$ cat src/rtl/regfile_pkg.sv
// Shared definitions for the 32x32 register file write path.
//   RF_ADDR_W / RF_DATA_W / RF_NUM_REGS : register file geometry
//   wctrl_state_t                       : write controller FSM states
package regfile_pkg;

  localparam int RF_ADDR_W   = 5;
  localparam int RF_DATA_W   = 32;
  localparam int RF_NUM_REGS = 32;

  typedef enum logic {
    INIT = 1'b0,
    RUN  = 1'b1
  } wctrl_state_t;

endpackage

$ cat src/rtl/regfile_write_ctrl_rr_arbiter.sv
// Combinational round-robin arbiter.
//   req   : request vector, one bit per requester
//   ptr   : highest-priority index this cycle (held by the parent)
//   grant : one-hot grant to the first requesting index at or after ptr,
//           wrapping modulo NUM_REQ; all-zero when nothing is requested
module rr_arbiter
  import regfile_pkg::*;
#(
  parameter int NUM_REQ = 3,
  parameter int PTR_W   = $clog2(NUM_REQ)
) (
  input  logic [NUM_REQ-1:0] req,
  input  logic [PTR_W-1:0]   ptr,
  output logic [NUM_REQ-1:0] grant
);

  logic             found;
  logic [PTR_W-1:0] sel;

  // Walk the requesters starting at ptr; the first hit wins.
  always_comb begin
    grant = '0;
    found = 1'b0;
    sel   = '0;
    for (int k = 0; k < NUM_REQ; k++) begin
      sel = PTR_W'((int'(ptr) + k) % NUM_REQ);
      if (!found && req[sel]) begin
        grant[sel] = 1'b1;
        found      = 1'b1;
      end
    end
  end

endmodule

$ cat src/rtl/regfile_write_ctrl.sv
// Write-port controller for the register file.
// After reset it clears every register with zero-writes, then shares the
// single write port among NUM_REQ requesters with round-robin arbitration.
//   clk, reset            : clock, synchronous active-high reset
//   req_valid/addr/data   : per-requester write requests (packed slices)
//   req_ready             : one-hot grant, transfer on valid & ready
//   RegWrite/WriteReg/WriteData : registered write port to the file
//   init_busy             : clear sequence in progress
module regfile_write_ctrl
  import regfile_pkg::*;
#(
  parameter int NUM_REQ  = 3,
  parameter int ADDR_W   = RF_ADDR_W,
  parameter int DATA_W   = RF_DATA_W,
  parameter int NUM_REGS = RF_NUM_REGS
) (
  input  logic                      clk,
  input  logic                      reset,
  input  logic [NUM_REQ-1:0]        req_valid,
  input  logic [NUM_REQ*ADDR_W-1:0] req_addr,
  input  logic [NUM_REQ*DATA_W-1:0] req_data,
  output logic [NUM_REQ-1:0]        req_ready,
  output logic                      RegWrite,
  output logic [ADDR_W-1:0]         WriteReg,
  output logic [DATA_W-1:0]         WriteData,
  output logic                      init_busy
);

  localparam int PTR_W = $clog2(NUM_REQ);
  // One extra bit keeps the terminal compare clear of wrap-around.
  localparam int CNT_W = ADDR_W + 1;

  wctrl_state_t      state_reg, state_next;
  logic [CNT_W-1:0]  count_reg, count_next;
  logic [PTR_W-1:0]  ptr_reg, ptr_next;
  logic              reg_write_reg, reg_write_next;
  logic [ADDR_W-1:0] write_reg_reg, write_reg_next;
  logic [DATA_W-1:0] write_data_reg, write_data_next;

  logic [ADDR_W-1:0] addr_arr [NUM_REQ];
  logic [DATA_W-1:0] data_arr [NUM_REQ];
  logic [NUM_REQ-1:0] grant;
  logic [PTR_W-1:0]  grant_idx;
  logic [ADDR_W-1:0] sel_addr;
  logic [DATA_W-1:0] sel_data;
  logic              transfer;

  for (genvar gi = 0; gi < NUM_REQ; gi++) begin : g_slice
    assign addr_arr[gi] = req_addr[gi*ADDR_W +: ADDR_W];
    assign data_arr[gi] = req_data[gi*DATA_W +: DATA_W];
  end

  rr_arbiter #(
    .NUM_REQ (NUM_REQ),
    .PTR_W   (PTR_W)
  ) u_arb (
    .req   (req_valid),
    .ptr   (ptr_reg),
    .grant (grant)
  );

  // Reset overrides any grant so no handshake can complete under reset.
  assign req_ready = (state_reg == RUN && !reset) ? grant : '0;
  assign transfer  = |req_ready;
  assign init_busy = reset || (state_reg == INIT);

  always_comb begin
    grant_idx = '0;
    for (int i = 0; i < NUM_REQ; i++) begin
      if (grant[i]) grant_idx = PTR_W'(i);
    end
  end

  assign sel_addr = addr_arr[grant_idx];
  assign sel_data = data_arr[grant_idx];

  // State register
  always_ff @(posedge clk) begin
    if (reset) state_reg <= INIT;
    else       state_reg <= state_next;
  end

  // Next-state logic
  always_comb begin
    state_next = state_reg;
    if (state_reg == INIT && count_reg == CNT_W'(NUM_REGS - 1)) state_next = RUN;
  end

  // Output / datapath logic: next values of the registered write port.
  always_comb begin
    count_next      = count_reg;
    ptr_next        = ptr_reg;
    reg_write_next  = 1'b0;
    write_reg_next  = write_reg_reg;
    write_data_next = write_data_reg;
    case (state_reg)
      INIT: begin
        reg_write_next  = 1'b1;
        write_reg_next  = count_reg[ADDR_W-1:0];
        write_data_next = '0;
        count_next      = count_reg + 1'b1;
      end
      RUN: begin
        if (transfer) begin
          // Register 0 is hardwired zero: accept the write but never enable it.
          reg_write_next  = (sel_addr != '0);
          write_reg_next  = sel_addr;
          write_data_next = sel_data;
          ptr_next        = (grant_idx == PTR_W'(NUM_REQ - 1)) ? '0 : PTR_W'(grant_idx + 1'b1);
        end
      end
      default: ;
    endcase
  end

  always_ff @(posedge clk) begin
    if (reset) begin
      count_reg      <= '0;
      ptr_reg        <= '0;
      reg_write_reg  <= 1'b0;
      write_reg_reg  <= '0;
      write_data_reg <= '0;
    end else begin
      count_reg      <= count_next;
      ptr_reg        <= ptr_next;
      reg_write_reg  <= reg_write_next;
      write_reg_reg  <= write_reg_next;
      write_data_reg <= write_data_next;
    end
  end

  assign RegWrite  = reg_write_reg;
  assign WriteReg  = write_reg_reg;
  assign WriteData = write_data_reg;

endmodule

$ cat config.mk
export PLATFORM = sky130hd
export DESIGN_NAME = regfile_write_ctrl
export DESIGN_NICKNAME = d
export VERILOG_FILES = /design/src/rtl/regfile_pkg.sv /design/src/rtl/regfile_write_ctrl_rr_arbiter.sv /design/src/rtl/regfile_write_ctrl.sv
export SDC_FILE = /design/constraint.sdc
export NUM_CORES = 1
export LEC_CHECK = 0
export BUFFER_PORTS_ARGS = -buffer_cell sky130_fd_sc_hd__buf_2
export CAP_MARGIN = 40
export CORE_MARGIN = 5
export CORE_UTILIZATION = 36
export CTS_CLUSTER_DIAMETER = 40
export CTS_CLUSTER_SIZE = 10
export DETAILED_ROUTE_END_ITERATION = 8
export PLACE_DENSITY = 0.66
export SKIP_LAST_GASP = 1
export SLEW_MARGIN = 5
export SYNTH_ARGS = -nofsm -noshare
export SYNTH_HDL_FRONTEND = slang
export SYNTH_SLANG_ARGS = --single-unit
$ cat constraint.sdc
create_clock -name clk -period 3.9 [get_ports clk]
set_input_delay 0 -clock clk [delete_from_list [all_inputs] [get_ports clk]]
set_output_delay 0 -clock clk [all_outputs]
set_load 0.05 [all_outputs]
Yosys cells after proc, flatten, opt, wreduce, memory -nomap -nowiden
Index checks and enable logic that the tools add are counted.

Input bits: 116. Logic and storage cells: 74. Register bits: 47. Output and inout port bits: 42.

Magnitude comparators: 7. Eq/ne operators: 3. Reduce and logical (&&, ||, !) cells: 14. Div/mod/pow operators: 3. Bitwise logic cells: 4. Add/sub/neg operators: 4. Muxes and demuxes: 33.

Operators with widths (number): 32-bit two-way mux (3); 32-bit binary-select mux with 2-bit select (1); 32-bit by 3-bit remainder unit with 32-bit output, second input constant (2); 32-bit one-hot mux with 2 select lines (1); 3-bit by 3-bit remainder unit with 32-bit output, second input constant (1); 5-bit two-way mux (3); 3-bit two-way mux (4); 5-bit binary-select mux with 2-bit select (1); 1-bit two-way mux (10); 5-bit one-hot mux with 2 select lines (1); 2-bit by 3-bit < comparator with 1-bit output, second input constant (3); 1-bit logical AND (7); 6-bit by 1-bit adder with 6-bit output, second input constant (1); 1-bit binary-select mux with 2-bit select (3); 1-bit demux with 2-bit select (3); 6-bit by 5-bit equality test with 1-bit output, second input constant (1); 2-bit by 1-bit greater-or-equal comparator with 1-bit output, second input constant (3); 3-bit bitwise OR (2); 5-bit nonzero test (1); 2-bit two-way mux (2); 2-bit by 1-bit adder with 3-bit output, second input constant (1); 2-bit by 2-bit adder with 3-bit output, second input constant (1); 3-bit greater-or-equal comparator, second input constant (1); 1-bit zero test (3); 9 further kinds (9).

Depth between registers and ports, before layout
Word-level depth: 19. Mapped depth: 13. Depth with buffers taken out: 9.

Hierarchy
A second synthesis with hierarchy kept.

Cells, all modules: 345. Area total of the unflattened synthesis: 2876.5 um^2.

By module, submodules not included: regfile_write_ctrl (cells each 309, seq. area each 940.9 um^2, instances 1, area an instance 2603.7 um^2); rr_arbiter (cells each 36, seq. area each 0.0 um^2, instances 1, area an instance 272.8 um^2).

Worst setup path before layout
No wires, ideal clock.

Path kind: register -> output. Start: reg ptr_reg[0]. End: out req_ready[2]. Arrival time: 2.668 ns. Slack: 1.232 ns. Cell stages (with the launch flop): 12. Data required time: 3.900 ns. Buffers on the path: 4. Path through: dfxtp_1 > inv_1 > ha_1 > buf_6 > nor4bb_1 > o21ai_0 > a32o_1 > and2_1 > buf_2 > clkbuf_1 > buf_2 > nor2_1.

Longest elaborated chain between the ends: 11. Elaborated cells on any way between the ends: 38. Those cells by class: 2 x add/sub; 3 x div; 6 x order compare; 18 x mux; 2 x bitwise; 7 x reduce/logical.

Ends and longest elaborated chain: from (decl) (line regfile_write_ctrl.sv:35) `logic [PTR_W-1:0] ptr_reg, ptr_next;`; from (signal assigned) (line regfile_write_ctrl.sv:125) `ptr_reg <= ptr_next;`; 2-bit by 1-bit adder with 3-bit output or 3-bit by 3-bit remainder unit with 32-bit output (tied branches) (line regfile_write_ctrl_rr_arbiter.sv:26) `sel = PTR_W'((int'(ptr) + k) % NUM_REQ);`; 32-bit by 3-bit remainder unit with 32-bit output (tied with other cells) (line regfile_write_ctrl_rr_arbiter.sv:26); 2-bit by 3-bit < comparator with 1-bit output (implied by the code) (tied with other cells) (line regfile_write_ctrl_rr_arbiter.sv:28) `grant[sel] = 1'b1;`; 1-bit logical AND (implied by the code) (tied with other cells) (line regfile_write_ctrl_rr_arbiter.sv:28); 1-bit two-way mux (implied by the code) (tied with other cells) (line regfile_write_ctrl_rr_arbiter.sv:28); 1-bit demux with 2-bit select (tied with other cells); 3-bit bitwise OR (no line) or 1-bit two-way mux (tied branches); 3-bit two-way mux or 1-bit zero test (tied branches) (line regfile_write_ctrl_rr_arbiter.sv:27) `if (!found && req[sel]) begin`; 3-bit bitwise OR (no line) or 1-bit logical AND (tied branches); 3-bit two-way mux * (line regfile_write_ctrl_rr_arbiter.sv:27); 3-bit two-way mux * (line regfile_write_ctrl.sv:63) `assign req_ready = (state_reg == RUN && !reset) ? grant : '0;`; to (decl) (line regfile_write_ctrl.sv:22) `output logic [NUM_REQ-1:0] req_ready,`.

Every way passes the cells marked *; elsewhere a longest branch is shown, timed or not. The select of a mux whose other input is x is not followed.

Worst setup path in the final report
Start: reg ptr_reg[0]. End: reg write_reg_reg[2], in the netlist WriteReg[2].

Longest elaborated chain between the ends: 18. Elaborated cells on any way between the ends: 48. Those cells by class: 2 x add/sub; 3 x div; 6 x order compare; 1 x eq/ne; 25 x mux; 3 x bitwise; 8 x reduce/logical.

Ends and longest elaborated chain: 2-bit by 1-bit adder with 3-bit output or 3-bit by 3-bit remainder unit with 32-bit output (tied branches) (line regfile_write_ctrl_rr_arbiter.sv:26); 32-bit by 3-bit remainder unit with 32-bit output (tied with other cells) (line regfile_write_ctrl_rr_arbiter.sv:26); 2-bit by 3-bit < comparator with 1-bit output (implied by the code) (tied with other cells) (line regfile_write_ctrl_rr_arbiter.sv:28); 1-bit logical AND (implied by the code) (tied with other cells) (line regfile_write_ctrl_rr_arbiter.sv:28); 1-bit two-way mux (implied by the code) (tied with other cells) (line regfile_write_ctrl_rr_arbiter.sv:28); 1-bit demux with 2-bit select (tied with other cells); 3-bit bitwise OR (no line) or 1-bit two-way mux (tied branches); 3-bit two-way mux or 1-bit zero test (tied branches) (line regfile_write_ctrl_rr_arbiter.sv:27); 3-bit bitwise OR (no line) or 1-bit logical AND (tied branches); 3-bit two-way mux * (line regfile_write_ctrl_rr_arbiter.sv:27); 1-bit two-way mux (line regfile_write_ctrl.sv:70) `if (grant[i]) grant_idx = PTR_W'(i);`; 2-bit two-way mux (line regfile_write_ctrl.sv:70); 2-bit NOT with 3-bit output (implied by the code) (line regfile_write_ctrl.sv:74) `assign sel_addr = addr_arr[grant_idx];`; 5-bit binary-select mux with 2-bit select (line regfile_write_ctrl.sv:74); 5-bit two-way mux (implied by the code) (2 in series) (line regfile_write_ctrl.sv:74); 5-bit two-way mux (line regfile_write_ctrl.sv:104) `if (transfer) begin`; 5-bit one-hot mux with 2 select lines (line regfile_write_ctrl.sv:96) `case (state_reg)`; to (signal assigned) (line regfile_write_ctrl.sv:127) `write_reg_reg <= write_reg_next;`; to (decl) (line regfile_write_ctrl.sv:37) `logic [ADDR_W-1:0] write_reg_reg, write_reg_next;`.

Marked as above. A chain may end at the register's enable or synchronous reset.

==> metrics.md <==
| Metric | Value |
|---|---|
| Hold_ws | 0.0122 ns |
| Max rail drop VDD | 0.176 mV |
| Final min period | between 3 and 4 ns |
| Initial antenna violation count | 0 |
| Global Route Usage Sum | 20.0% |
| Chip Height | 99.3 um |
| Core area | slightly below 8000 um2 |
| Lkg Pwr | between 1.5 and 2 nW |
| Kind of cell adding the most delay to the critical path | compound AO/OA/AOI/OAI gates |
| Dpl cell area | 3690 um2 |
| Reg power frac | about 44% |
| Final setup fails | 0 |
| First-pass GRT wire length | between 15000 and 20000 um |
| WP data arrival | 3.32 ns |
| Reg clk slew, reported paths | 0.10 ns |
| Largest stage delay on the critical path | around 0.76 ns |
| Row count | 32 |
| Vias in the first global route | 3374 |
| Outcome | finished clean |
| Synth area leaders | dfxtp_1 33%, nand2_1 7.5%, a21oi_1 6.8% |
| Total power | 1.12 mW |
| N_diodes | 0 |
| Slew headroom | 43.7% |
| Combinational share of power | 16.8% |
| Worst-Skew Late Latency | 0.31 ns |
| Seq/Total Area, Yosys | 32.8% |
| PostCTS Resize Cnt | 0 |
| HPWL Detailed | 7480 um |
| Nets | 650 |
| Worst hold path type | input port to flop |
| RSZ-0062 raised after global routing | false |
| Final period utilization | 79.2% |
| CTS tree | done |
| Critical Path Sink Type | flop |
| Critical path buffers and inverters | 2 |
| Starting Density | 37.1% |
| Total nets after synthesis | 494 |
| Root Buffer | clkbuf_8 |
| Top cell type by total area after synthesis | dfxtp_1 |
| Int Pwr | roughly 840 uW |
| Setup CP Type | flop to flop |
| Setup Buffers After CTS | 0 |
| GRT overflow | 0 |
| CTS max path bufs | 2 |
| Max cap viols | 0 |
| EDFF count, synth | 0 |
| Fill cell count | 740 |
| DR iter-0 viols | 143 |
| Synth Flop Type | dfxtp_1 |
| Power Dens Cells | 280 nW/um2 |
| PortBufs | 157 |
| Worst Setup Start Kind | flop |
| Placer Congestion | 0.921 |
| CP Cell Sequence | inv_1 -> ha_1 -> mux2i_1 -> o21a_1 -> a32o_1 -> buf_4 -> nand2_1 -> o211ai_1 -> o21ai_0 -> a311oi_1 |
| DR pass1 iterations | 4 |
| Antenna-violating nets left | 0 |
| Warnings from Yosys | 0 |
| Slew Viols, Final | 0 |
| Clock Skew | between 0.007 and 0.008 ns |
| Peak Freq | 324 MHz |
| Dpl cells | around 600 |
| Area grow syn2layout | 39.6% |
| Netlist area before placement | 2870 um2 |
| Setup tns final | 0 ns |
| Post-synth top area share | 32.8% |
| Critical path's slowest cell | a32o_1 |
| Max reg flops | 32 |
| Cell count after synthesis | 373 |
| CTS Buf Count | 5 |
| Max Fanout on Critical Path | 21 |
| DRC | 0 |
| Largest net degree at the start of global routing | 41 |
| Share of cells above drive strength 1 | 34.7% |
| Syn Area/Cell | a little under 8 um2 |
| Fin. Hold Viols | 0 |
| Drt wl/cell | approximately 16 um |
| Yosys reg bits | 47 |
| Worst Tran Pin Value | 0.845 ns |
| Via/cell ratio | 5.45 |
| Clock power share | 39.6% |
| Commonest non-fill, non-tap cell in the layout | buf_2 |
| WP data required | 4.13 ns |
| Cell Count, Final, Fillers Out | between 600 and 700 |
| Total Wirelength | 10000 um |
| Routed vias | 3447 |
| Cell area after layout | about 4000 um2 |
| I/O pin count | 158 |
| Die Width | a little under 100 um |
| Switch share | 25.4% |
| Post-synth ARST share | 0% |
| Htree depth | 2 |
| Sink Count | 47 |
| Sw power | 285 uW |
| Yosys cell types | 47 |
| Most frequent cells in the layout | 157 x buf_2, 57 x nand2_1, 47 x dfxtp_1, 39 x a21oi_1, 22 x o21ai_0 |
| Die footprint | 9850 um2 |
[timing repair]
action | CTS | global route
endpoints found under the setup margin | 0 | 0
hold buffers | 17 | 0
hold endpoints to repair | 17 | 0
[power by group through the flow]
stage	clock [mW]	sequential, mW	combinational, mW
3_3_place_gp	0	0.500	0.173
2_1_floorplan	0	0.507	0.0845
3_5_place_dp	0	0.500	0.175
6_report	0.445	0.489	0.188
4_1_cts	0.457	0.489	0.188
5_1_grt	0.472	0.491	0.209
[per-stage QoR]
stage	utilization, %	setup WS (ns)
6_report	51.8	0.810
5_1_grt	51.8	0.521
2_1_floorplan	-	1.23
4_1_cts	51.8	0.814
3_3_place_gp	47.6	0.932
3_5_place_dp	47.8	0.831
[area by class of cell]
class	count	area (um2)	area share (%)
Multi-Input combinational cell	285	1740	43.5
Clock buffer	5	68.8	1.72
Tap cell	102	128	3.19
Clock inverter	3	71.3	1.78
Sequential cell	47	941	23.5
Inverter	7	26.3	0.656
Timing Repair Buffer	183	1030	25.7
[worst min-delay path: cells and delay by family]
| kind | cells | cell delay (ns) |
|---|---|---|
| AO/OA/AOI/OAI | 2 | 0.21 |
| buffers and inverters | 1 | 0.07 |
[kinds of logic (layout without fill, tap and decap cells)]
logic type | after synthesis | in the layout | synth area share, %
AND/OR/NAND/NOR | 152 | 152 | 26.7
AO/OA/AOI/OAI | 116 | 116 | 27.1
flip-flops | 47 | 47 | 32.8
buffers and inverters | 41 | 198 | 6.76
multiplexers | 8 | 8 | 3.18
adder cells (fa/ha/maj) | 5 | 5 | 2.18
XOR/XNOR | 4 | 4 | 1.22
[final timing paths]
path | from | to | slack (ns) | depth (start not counted)
worst max-delay path | ptr_reg[0] | WriteReg[2] | 0.81 | 10
worst min-delay path | req_data[86] | WriteData[22] | 0.01 | 3
worst max register to register | ptr_reg[0] | WriteReg[2] | 0.81 | 10
worst min register to register | WriteData[8] | WriteData[8] | 0.46 | 2
[synth_stat cells, drive strengths merged (2+ instances only)]
master,count
nand2,57
dfxtp,47
a21oi,39
o21ai,22
nor2,20
o211ai,20
a32oi,19
nand3,19
and2,18
clkbuf,18
and3,17
buf,16
inv,7
a311oi,5
ha,5
mux2i,5
mux2,3
nand2b,3
nor2b,3
nor3,3
nor4,3
xor2,3
a211oi,2
a32o,2
and3b,2
o2111ai,2
o21bai,2
[routing by layer]
| metal | vias to the layer above | global-route usage (%) | share of wire [%] |
|---|---|---|---|
| met3 | 18 | 6.52 | 12 |
| met4 | 0 | 6.72 | 1.9 |
| met5 | - | 0 | 0 |
| met1 | 1574 | 24.0 | 40 |
| li1 | 1665 | - | - |
| met2 | 190 | 33.8 | 45 |
Power figures use the tool's default switching activity.
